`config.mk`:
```
export PLATFORM = sky130hd
export DESIGN_NAME = trade_packetizer
export DESIGN_NICKNAME = d
export VERILOG_FILES = /design/src/rtl/trade_pkt_pkg.sv /design/src/rtl/trade_packetizer_beat_serializer.sv /design/src/rtl/trade_packetizer.sv
export SDC_FILE = /design/constraint.sdc
export NUM_CORES = 1
export LEC_CHECK = 0
export ABC_AREA = 1
export BUFFER_PORTS_ARGS = -buffer_cell sky130_fd_sc_hd__buf_2
export CORE_ASPECT_RATIO = 1.75
export CORE_MARGIN = 3
export CORE_UTILIZATION = 40
export CTS_CLUSTER_DIAMETER = 100
export DETAILED_ROUTE_END_ITERATION = 16
export SYNTH_ARGS = -nofsm -noshare
export SYNTH_HDL_FRONTEND = slang
export SYNTH_HIERARCHICAL = 1
export SYNTH_SLANG_ARGS = --single-unit
```
`constraint.sdc`:
```
create_clock -name clk -period 2.7 [get_ports clk]
set_input_delay 0.27 -clock clk [delete_from_list [all_inputs] [get_ports clk]]
set_output_delay 0.27 -clock clk [all_outputs]
set_load 0.01 [all_outputs]
```
`src/rtl/trade_pkt_pkg.sv`:
```
// trade_pkt_pkg: trade packet field positions, packetizer state enum and packing helper
// Build option: define PKT_CHECKSUM_EN to fill the trailer with an XOR checksum (default: zero trailer).
package trade_pkt_pkg;

    localparam int PKT_W        = 128;
    localparam int TRADE_ID_MSB = 127;
    localparam int TRADE_ID_LSB = 112;
    localparam int PRICE_MSB    = 111;
    localparam int PRICE_LSB    = 80;
    localparam int QTY_MSB      = 79;
    localparam int QTY_LSB      = 64;
    localparam int SEQ_MSB      = 63;
    localparam int SEQ_LSB      = 32;
    localparam int TRAIL_MSB    = 31;
    localparam int TRAIL_LSB    = 0;

    typedef enum logic {IDLE, SEND} state_t;

    function automatic logic [PKT_W-1:0] pack(
        input logic [15:0] tid,
        input logic [31:0] prc,
        input logic [15:0] qty,
        input logic [31:0] seq
    );
        logic [PKT_W-1:0] p;
        p = '0;
        p[TRADE_ID_MSB:TRADE_ID_LSB] = tid;
        p[PRICE_MSB:PRICE_LSB]       = prc;
        p[QTY_MSB:QTY_LSB]           = qty;
        p[SEQ_MSB:SEQ_LSB]           = seq;
`ifdef PKT_CHECKSUM_EN
        p[TRAIL_MSB:TRAIL_LSB]       = p[127:96] ^ p[95:64] ^ p[63:32];
`else
        p[TRAIL_MSB:TRAIL_LSB]       = 32'h0;
`endif
        return p;
    endfunction

endpackage

```
`src/rtl/trade_packetizer_beat_serializer.sv`:
```
// beat_serializer: 128-bit shift register emitting MSB-first beats with valid/ready/last
// Ports: clk, rstn (async active-low); i_load/i_data load a packet and reset the beat count;
//        i_valid/i_ready are the beat handshake; o_data current beat, o_last final beat,
//        o_last_hs pulses on the handshake of the final beat.
module beat_serializer
    import trade_pkt_pkg::*;
#(
    parameter int BEAT_W = 8
) (
    input  logic              clk,
    input  logic              rstn,
    input  logic              i_load,
    input  logic [PKT_W-1:0]  i_data,
    input  logic              i_valid,
    input  logic              i_ready,
    output logic [BEAT_W-1:0] o_data,
    output logic              o_last,
    output logic              o_last_hs
);
    localparam int N  = PKT_W / BEAT_W;
    localparam int CW = (N > 1) ? $clog2(N) : 1;
    localparam logic [CW-1:0] LAST = CW'(N - 1);

    logic [PKT_W-1:0] r_shift;
    logic [CW-1:0]    r_cnt;
    logic             w_hs;

    assign w_hs      = i_valid && i_ready;
    assign o_data    = r_shift[PKT_W-1 -: BEAT_W];
    assign o_last    = i_valid && (r_cnt == LAST);
    assign o_last_hs = w_hs && o_last;

    always_ff @(posedge clk or negedge rstn) begin
        if (!rstn) begin
            r_shift <= '0;
            r_cnt   <= '0;
        end else if (i_load) begin
            r_shift <= i_data;
            r_cnt   <= '0;
        end else if (w_hs) begin
            r_shift <= r_shift << BEAT_W;
            r_cnt   <= r_cnt + 1'b1;
        end
    end

endmodule

```
`src/rtl/trade_packetizer.sv`:
```
// trade_packetizer: packs trade records into 128-bit packets, emits full word and MSB-first beat stream
// Ports: clk, rstn (async active-low); tradeID/price/quantity/fieldsValid/fieldsReady record input;
//        packetOut/packetOutValid full-word loopback output; outData/outValid/outReady/outLast
//        beat stream; seqNum sequence number of the next packet.
// Build option: PKT_CHECKSUM_EN selects an XOR checksum trailer instead of zero.
module trade_packetizer
    import trade_pkt_pkg::*;
#(
    parameter int          BEAT_W   = 8,
    parameter logic [31:0] SEQ_INIT = 32'h0
) (
    input  logic              clk,
    input  logic              rstn,
    input  logic [15:0]       tradeID,
    input  logic [31:0]       price,
    input  logic [15:0]       quantity,
    input  logic              fieldsValid,
    output logic              fieldsReady,
    output logic [PKT_W-1:0]  packetOut,
    output logic              packetOutValid,
    output logic [BEAT_W-1:0] outData,
    output logic              outValid,
    input  logic              outReady,
    output logic              outLast,
    output logic [31:0]       seqNum
);
    state_t           r_state, w_next;
    logic [PKT_W-1:0] r_packet, w_packed;
    logic             r_pkt_valid;
    logic [31:0]      r_seq;
    logic             w_accept, w_last_hs;

    assign w_packed       = pack(tradeID, price, quantity, r_seq);
    assign w_accept       = (r_state == IDLE) && fieldsValid;
    assign packetOut      = r_packet;
    assign packetOutValid = r_pkt_valid;
    assign seqNum         = r_seq;

    always_ff @(posedge clk or negedge rstn) begin
        if (!rstn) begin
            r_state     <= IDLE;
            r_packet    <= '0;
            r_pkt_valid <= 1'b0;
            r_seq       <= SEQ_INIT;
        end else begin
            r_state     <= w_next;
            r_pkt_valid <= w_accept;
            if (w_accept) begin
                r_packet <= w_packed;
                r_seq    <= r_seq + 32'd1;
            end
        end
    end

    always_comb begin
        w_next      = r_state;
        fieldsReady = 1'b0;
        outValid    = 1'b0;
        case (r_state)
            IDLE: begin
                fieldsReady = 1'b1;
                w_next      = fieldsValid ? SEND : IDLE;
            end
            SEND: begin
                outValid = 1'b1;
                w_next   = w_last_hs ? IDLE : SEND;
            end
            default: w_next = IDLE;
        endcase
    end

    beat_serializer #(.BEAT_W(BEAT_W)) u_ser (
        .clk      (clk),
        .rstn     (rstn),
        .i_load   (w_accept),
        .i_data   (w_packed),
        .i_valid  (outValid),
        .i_ready  (outReady),
        .o_data   (outData),
        .o_last   (outLast),
        .o_last_hs(w_last_hs)
    );

endmodule

```
# Word-level counts from Yosys, hierarchy flattened
# Cells that the tools add are included.
word_totals:
  inputBits: 68
  rom_bits: 0
  latchBits: 0
  memories: 0
  ram_bits: 0
  ff_bits: 262
op_classes:
  addsub: 2
  div: 0
  n_mul: 0
  shift: 0
  bitwise: 1
  eq_ne: 1
  muxes: 9
  magnitude_cmp: 0
  reduce_logical: 5
op_table:
  columns: ["operator", "n"]
  rows:
  - ["$mux 128", 2]
  - ["$add 32x1->32 const B", 1]
  - ["$mux 4", 2]
  - ["$add 4x1->4 const B", 1]
  - ["$eq 4x4->1 const B", 1]
  - ["$logic_and 1x1->1", 4]
  - ["$mux 1", 4]
  - ["$pmux 1 s2", 1]
  - ["$reduce_bool 2->1", 1]
  - ["$not 1->1", 1]

# Depth between registers and ports, before layout
# Gate-level depths: netlist (run 1).
depth:
  depth_word: 5
  ltp_mapped: 11

# Hierarchy
# Netlist (run 1), hierarchy kept.
by_module_without_submodules:
  columns: ["mod", "cells_each", "n_inst", "area_each_um2"]
  rows:
  - ["beat_serializer", 727, 1, 5963.2]
  - ["trade_packetizer", 654, 1, 5627.9]

# Worst setup path after synthesis (run 1)
# Ideal clock, no wire load.
synth_timing:
  kind: "register to register"
  startpoint: "reg r_state"
  endpoint: "reg u_ser.r_shift[35]"
  setup_time_ps: 124
  t_arrival_ps: 1663
  stages_incl_launch_ff: 11
  required_time_ps: 2576
  slack_ps: 912
  period_less_slack_ps: 1788
  path_cell_list: "dfrtp_1 > nor2_2 > buf_4 > buf_2 > inv_2 > nand2_2 > inv_2 > buf_4 > buf_4 > nand2_1 > nand3_1"
synth_between:
  elab_chain_cells: 3
synth_lines:
  columns: ["item", "line", "text"]
  rows:
  - ["start: declaration", "trade_packetizer.sv:27", "state_t r_state, w_next;"]
  - ["start signal: assignment", "trade_packetizer.sv:46", "r_state <= w_next;"]
  - ["$not 1->1 (*)", null, null]
  - ["$logic_and 1x1->1 (*)", "trade_packetizer.sv:34", "assign w_accept = (r_state == IDLE) && fieldsValid;"]
  - ["net w_accept", "trade_packetizer.sv:31", "logic w_accept, w_last_hs;"]
  - ["$mux 128 / $reduce_bool 2->1 (equally long branches)", null, null]
  - ["end signal: assignment", "trade_packetizer_beat_serializer.sv:38", "r_shift <= i_data;"]
  - ["end signal: assignment", "trade_packetizer_beat_serializer.sv:41", "r_shift <= r_shift << BEAT_W;"]
  - ["end: declaration", "trade_packetizer_beat_serializer.sv:24", "logic [PKT_W-1:0] r_shift;"]
# The timed path passes the listed nets; every way through them passes the cells marked *.
# A chain may end at the register's enable or synchronous reset.

# Worst setup path in the final report (run 1)
layout_timing:
  startpoint: "reg r_state"
  endpoint: "reg u_ser.r_shift[87]"
layout_between:
  elab_chain_cells: 3
layout_lines:
  columns: ["item", "line"]
  rows:
  - ["$mux 1 / $not 1->1 (equally long branches)", null]
  - ["$logic_and 1x1->1, on equally long branches", "trade_packetizer_beat_serializer.sv:28, trade_packetizer.sv:34"]
  - ["$reduce_bool 2->1 (no line) / $mux 128 (equally long branches)", null]
# Several ways; a longest one is shown, not always the timed one.

==> out/qor.csv, run 1 <==
metric,value,unit
DP Area,12900,µm²
"Cell Area, Synth",11600,µm²
cell count after synthesis,1381,
Power Density,986,nW/µm²
post_cts resized,0,
logic gate share of total power,0.279,
clock root buffer,clkbuf_16,
crit path kind,flip-flop to flip-flop,
Fin Setup TNS,0,ns
hold path depth,4,
Site Rows,81,
"Reg clk slew, reported paths",0.06,ns
final setup vio count,0,
GRT Util Overall,0.206,
placed insts,1924,
Max-cap violations,0,
worst slew pin tran,0.816,ns
Pint,9.40,mW
vias in the first global route,9987,
WP data required,3.17,ns
design area,14500,µm²
I/O pins,240,
Die Height,231,µm
largest net degree at the start of global routing,124,
Clock power frac,0.278,
Layout Skew,0.00941,ns
Reg power frac,0.443,
hold crit path type,primary input to flip-flop,
fill count,2758,
Post-synth EDFFs,0,
drt drc,0,
CP Capture Type,flip-flop,
Reg2Reg Depth,4,
VDD IR max,0.514,mV
most common flop cell mapped by yosys,dfrtp_1,
async set-reset flop share out of synthesis,1.00,
initial antenna violation count,0,
CP Max Fanout,74,
Port-buffer cells,207,
Slew headroom,0.456,
fraction of layout cells with a size suffix above 1,0.174,
Detail Route Antenna Nets,0,
status,finished clean,
most common cell in the netlist,nand2_1,
pre-CTS setup slack,0.579,ns
clock latency on the worst-skew pair,0.54,ns
nets,1714,
total CTS buffers,26,
top post-synthesis cells by count,"574 x nand2_1, 262 x dfrtp_1, 250 x nand3_1",
Cell variety after synth,25,
share of Yosys cell area claimed by the top area cell type,0.566,
via density per instance,4.83,
first-pass GRT wire length,52.0,mm
drt pass-1 iters,4,
critical path launch point type,flip-flop,
core area,28300,µm²
YS warnings,6,
Initial Util,0.410,
Finished Layout Cells,2037,
clock sinks,262,
grt ovf,0,
drt wl/cell,15.8,µm
ranking of synthesized cells by area,"dfrtp_1 57%, nand2_1 19%, nand3_1 11%",
CTS tree,done,
Psw,4.88,mW
post-synthesis sequential area ratio,0.566,
Net Sw Frac,0.341,
RSZ-0062 raised after global routing,false,
f_max,0.467,GHz
max-slew violation count,0,
Die X,135,µm
maximum buffer depth of the clock tree,3,
crit path time final,2.14,ns
"wirelength, routed",32.2,mm
H-tree Lvls,1,
"Hold-fix buffers, CTS",65,
full die area,31100,µm²
routability-driven placement congestion ratio,0.852,
dpl hpwl,21.0,mm
First DRT Iteration DRCs,731,
Worst Path Arrival,2.61,ns
postcts setup bufs,0,
setup ws final,0.560,ns
#FFs+latches synth,262,
Pleak,7.63,nW
Hold Fails Final Rpt,0,
leading area contributor after synthesis,dfrtp_1,
fin crit share,0.793,
DR vias,9836,
syn avg cell area,8.39,µm²
Area growth syn-to-layout,24.9,%
ant diodes,0,
-- cell families after synthesis --
family                     count (synthesis)  synth area share
buffers and inverters                    167            0.0739
and+or+nand+nor                          892             0.325
DFF                                      262             0.566
other                                      1          0.000324
adders and majority gates                  2           0.00216
xor gates and xnor gates                  20            0.0151
AOI/OAI and AO/OA                         37            0.0175
-- cell usage in the layout, fill, tap and decap left out, types with 2 or more instances in the layout --
cell type        n
nand3_1        250
nor3_1           6
nor2_1          31
dfrtp_1        262
ha_1             2
buf_4            9
buf_2          206
inv_1           48
conb_1          64
bufinv_16        4
nand2_2          5
nor2_2           8
buf_12           6
nand4_1          9
nor2_4           5
clkbuf_8         8
clkbuf_16       27
o211ai_1         7
xnor2_1          2
clkinv_2         6
nand2_1        574
xor2_1          18
o21ai_0         29
dlygate4sd3_1   65
clkbuf_1         5
-- layout make-up --
type	instances	area, µm²	area share
multi-input combinational	1015	4420	0.306
timing repair buffer	287	1880	0.130
tap	373	467	0.0322
clock buffer	40	805	0.0556
inverter	52	200	0.0138
clock inverter	8	140	0.00968
sequential	262	6560	0.453
-- sequential cells by signal, indices dropped and copies added (netlist names) --
signal and count:
u_ser/r_shift 128, packetOut 96, seqNum 32, r_state 1, packetOutValid 1, u_ser/r_cnt 4
-- per-layer routing --
| layer | vias to the layer above | global-route usage | part of all wire |
|---|---|---|---|
| met5 | - | 0 | 0 |
| met4 | 0 | 0.102 | 0.049 |
| met3 | 75 | 0.0263 | 0.045 |
| met2 | 296 | 0.369 | 0.52 |
| met1 | 4635 | 0.241 | 0.39 |
| li1 | 4830 | - | - |
-- power by group through the flow --
stage / Sequential [mW] / Clock, mW / Combinational [mW]
after floorplan: 6.48 / 0 / 2.36
after global placement: 6.36 / 0 / 3.88
final: 6.33 / 3.97 / 3.98
after CTS: 6.34 / 4.09 / 4.05
after global routing: 6.50 / 4.23 / 4.55
after detailed placement: 6.39 / 0 / 3.95
-- worst max-delay path, cell delays in order (launching register included) --
cell and delay (ns):
dfrtp_1 0.51, nor2_4 0.47, buf_4 0.69, nand2_1 0.22, nand3_1 0.13
-- final timing paths --
check / startpoint / to / slack [ns]
worst max register to register: r_state / u_ser/r_shift[87] / 0.56
min in group asynchronous: rstn / packetOut[33] / 0.27
worst min register to register: u_ser/r_shift[7] / u_ser/r_shift[7] / 0.47
worst max-delay path: r_state / u_ser/r_shift[87] / 0.56
worst min-delay path: fieldsValid / seqNum[0] / 0.14
max in group asynchronous: rstn / packetOut[93] / 1.56
-- metrics by stage --
stage | utilization | hold slack [ns] | power [mW]
6_report | 0.512 | 0.136 | 14.3
3_3_place_gp | 0.456 | 0.275 | 10.2
2_1_floorplan | - | -0.0256 | 8.83
4_1_cts | 0.512 | 0.116 | 14.5
5_1_grt | 0.512 | 0.160 | 15.3
3_5_place_dp | 0.456 | 0.278 | 10.3
(Power assumes the default switching activity.)
==> run 2, diff against run 1 <==
--- a/config.mk
+++ b/config.mk
@@ -5,7 +5,7 @@
 export SDC_FILE = /design/constraint.sdc
 export NUM_CORES = 1
 export LEC_CHECK = 0
-export ABC_AREA = 1
+export ABC_AREA = 0
 export BUFFER_PORTS_ARGS = -buffer_cell sky130_fd_sc_hd__buf_2
 export CORE_ASPECT_RATIO = 1.75
 export CORE_MARGIN = 3
==> constraint.sdc (replaced) <==
create_clock -name clk -period 1.99 [get_ports clk]
set_input_delay 0.199 -clock clk [delete_from_list [all_inputs] [get_ports clk]]
set_output_delay 0.199 -clock clk [all_outputs]
set_load 0.01 [all_outputs]
==> out/qor.csv, run 2 <==
metric,value,unit,change
dpl hpwl,18.9,mm,-10%
final core occ,0.520,,+0.00782
Fin Setup TNS,0,ns,unchanged
leading area contributor after synthesis,dfrtp_1,,
fill count,2557,,-7.3%
Multi-input gate area,4420,µm²,-0.11%
CTS tree,done,,
"wirelength, routed",28.0,mm,-13%
ant diodes,0,,unchanged
DR vias,8513,,-13%
Max-cap violations,0,,unchanged
f_max,0.547,GHz,+17%
H-tree Lvls,1,,unchanged
CP Max Fanout,7,,-91%
"Reg clk slew, reported paths",0.07,ns,about the same
RSZ-0062 raised after global routing,false,,
CP Capture Type,flip-flop,,
Worst Path Arrival,2.29,ns,-0.32 ns
most frequent cells in the layout,"442 x nand2_1, 262 x dfrtp_1, 206 x buf_2",,
YS warnings,6,,unchanged
Layout Skew,0.0205,ns,+0.0111 ns
clock sinks,262,,unchanged
#FFs+latches synth,262,,unchanged
async set-reset flop share out of synthesis,1.00,,unchanged
Die X,133,µm,-1.1%
ranking of synthesized cells by area,"dfrtp_1 58%, nand2_1 15%, mux2i_1 11%",,
via density per instance,4.66,,-3.4%
most common flop cell mapped by yosys,dfrtp_1,,
share of Yosys cell area claimed by the top area cell type,0.579,,+0.0134
Detail Route Antenna Nets,0,,unchanged
"most common cell after layout, fill and taps aside",nand2_1,,
logic gate share of total power,0.293,,+0.014
vias in the first global route,8658,,-13%
max-slew violation count,0,,unchanged
slowest cell on the critical path,dfrtp_1,,
first-pass GRT wire length,45.5,mm,-12%
maximum buffer depth of the clock tree,3,,unchanged
critical path launch point type,flip-flop,,
crit path kind,flip-flop to flip-flop,,
Crit path largest cell delay,0.38,ns,-0.31 ns
Slew headroom,0.561,,+0.106
status,finished clean,,
drt drc,0,,unchanged
CP Cell Sequence,nand4b_2 -> nor3_4 -> nand4_1 -> nor2_1 -> xor2_1,,
Area growth syn-to-layout,26.8,%,
clock root buffer,clkbuf_16,,
routability-driven placement congestion ratio,0.784,,-8.1%
Site Rows,80,,-1.2%
postcts setup bufs,0,,unchanged
drt pass-1 iters,4,,unchanged
max reg flops,128,,unchanged
nets,1508,,-12%
crit path time final,1.83,ns,-0.311 ns
most common cell in the netlist,nand2_1,,
full die area,30400,µm²,-2.2%
Initial Util,0.410,,about the same
Reg2Reg Depth,5,,+1
pre-CTS setup slack,0.0660,ns,-0.513 ns
Die Height,229,µm,-1.1%
worst slew pin tran,0.658,ns,-0.158 ns
GRT Util Overall,0.183,,-0.0236
Finished Layout Cells,1825,,-10%
drt wl/cell,15.4,µm,-2.7%
Post-synth EDFFs,0,,unchanged
core area,27600,µm²,-2.3%
Power Density,1250,nW/µm²,+27%
Cell variety after synth,31,,+24%
"Cell Area, Synth",11300,µm²,-2.3%
syn avg cell area,9.85,µm²,+17%
VDD IR max,0.718,mV,+40%
WP data required,2.45,ns,-0.72 ns
grt ovf,0,,unchanged
final setup vio count,0,,unchanged
initial antenna violation count,0,,unchanged
Clock power frac,0.259,,-0.019
First DRT Iteration DRCs,506,,-31%
largest register by flop count,u_ser/r_shift,,
post-synthesis sequential area ratio,0.579,,+0.0134
Net Sw Frac,0.336,,-0.00550
hold crit path type,primary input to asynchronous set/reset pin,,
Hold Fails Final Rpt,0,,unchanged
cell count after synthesis,1149,,-17%
placed insts,1715,,-11%
I/O pins,240,,unchanged
Pleak,7.65,nW,+0.23%
fraction of layout cells with a size suffix above 1,0.196,,+0.0228
register area,6560,µm²,unchanged
fin crit share,0.919,,+0.127
Psw,6.02,mW,+24%
clock latency on the worst-skew pair,0.53,ns,about the same
Pint,11.9,mW,+27%
total CTS buffers,24,,-7.7%
Reg power frac,0.448,,+0.005
setup ws final,0.161,ns,-0.399 ns
Port-buffer cells,207,,unchanged
largest net degree at the start of global routing,100,,-19%
top post-synthesis cells by count,"444 x nand2_1, 262 x dfrtp_1, 131 x o21ai_0",,
==> run 2: cell types whose count changed in the layout (fill, tap and decap cells not counted), sizes merged, moves of 15 or more <==
cell / before / now
nand3: 251 / 11
nand2: 580 / 444
o21ai: 29 / 131
nor2: 44 / 11
buf: 222 / 237
xnor2: 2 / 20
inv: 50 / 4
mux2i: 0 / 120
==> run 2: cells by family (layout without fill, tap and decap cells) <==
kind of cell / count (synthesis) / count (layout) / synth area share
xor gates and xnor gates: 33 / 33 / 0.0255
AOI/OAI and AO/OA: 133 / 133 / 0.0588
buffers and inverters: 107 / 351 / 0.0535
and+or+nand+nor: 491 / 491 / 0.175
muxes: 120 / 120 / 0.106
DFF: 262 / 262 / 0.579
other: 1 / 64 / 0.000331
adders and majority gates: 2 / 2 / 0.00221
==> run 2: critical path, delay by kind of cell, from the launching register on <==
kind / cells / cell delay, ns
AND/OR/NAND/NOR: 4 / 1.24
flip-flops: 1 / 0.38
XOR/XNOR: 1 / 0.16
==> run 2: final timing paths <==
check | start | end | slack (ns)
max reg2reg | r_state | seqNum[31] | 0.16
max in group asynchronous | rstn | packetOut[38] | 1.08
max | r_state | seqNum[31] | 0.16
min in group clk | fieldsValid | packetOutValid | 0.18
min reg2reg | packetOut[34] | packetOut[34] | 0.47
min | rstn | packetOut[96] | 0.18
==> run 2: area by class of cell <==
type,instances,area share
clock buffers,37,0.0508
clock inverters,7,0.00531
inverters,4,0.00157
flip-flops and latches,262,0.457
multi-input cells,843,0.308
well taps,369,0.0322
repair buffers,303,0.146
==> run 2: per-stage QoR <==
step | cell area [µm²] | hold WS, ns | total power, mW
after floorplan | 11600 | -0.0966 | 11.3
after global placement | 12900 | 0.151 | 13.2
after detailed placement | 12900 | 0.154 | 13.4
after CTS | 14400 | 0.128 | 18.2
after global routing | 14400 | 0.149 | 19.2
final | 14400 | 0.176 | 17.9
==> run 2: per-layer routing <==
metal	part of all wire	track usage	vias to the layer above	routed length (µm)
li1	-	-	4213	-
met1	0.40	0.219	4022	11100
met2	0.53	0.333	230	14800
met3	0.043	0.0220	48	1200
met4	0.032	0.0692	0	896
met5	0	0	-	0
==> run 2: power by group through the flow <==
stage | registers [mW] | clock network (mW) | logic, mW
4_1_cts | 8.07 | 4.84 | 5.32
3_3_place_gp | 8.12 | 0 | 5.07
6_report | 8.03 | 4.65 | 5.25
2_1_floorplan | 8.17 | 0 | 3.17
5_1_grt | 8.24 | 5.01 | 5.95
3_5_place_dp | 8.17 | 0 | 5.20
==> run 2: what timing repair did <==
action | CTS | global route
endpoints found under the setup margin | 0 | 4
resized for setup | 0 | 1
hold endpoints to repair | 177 | 0
hold buffers | 66 | 0
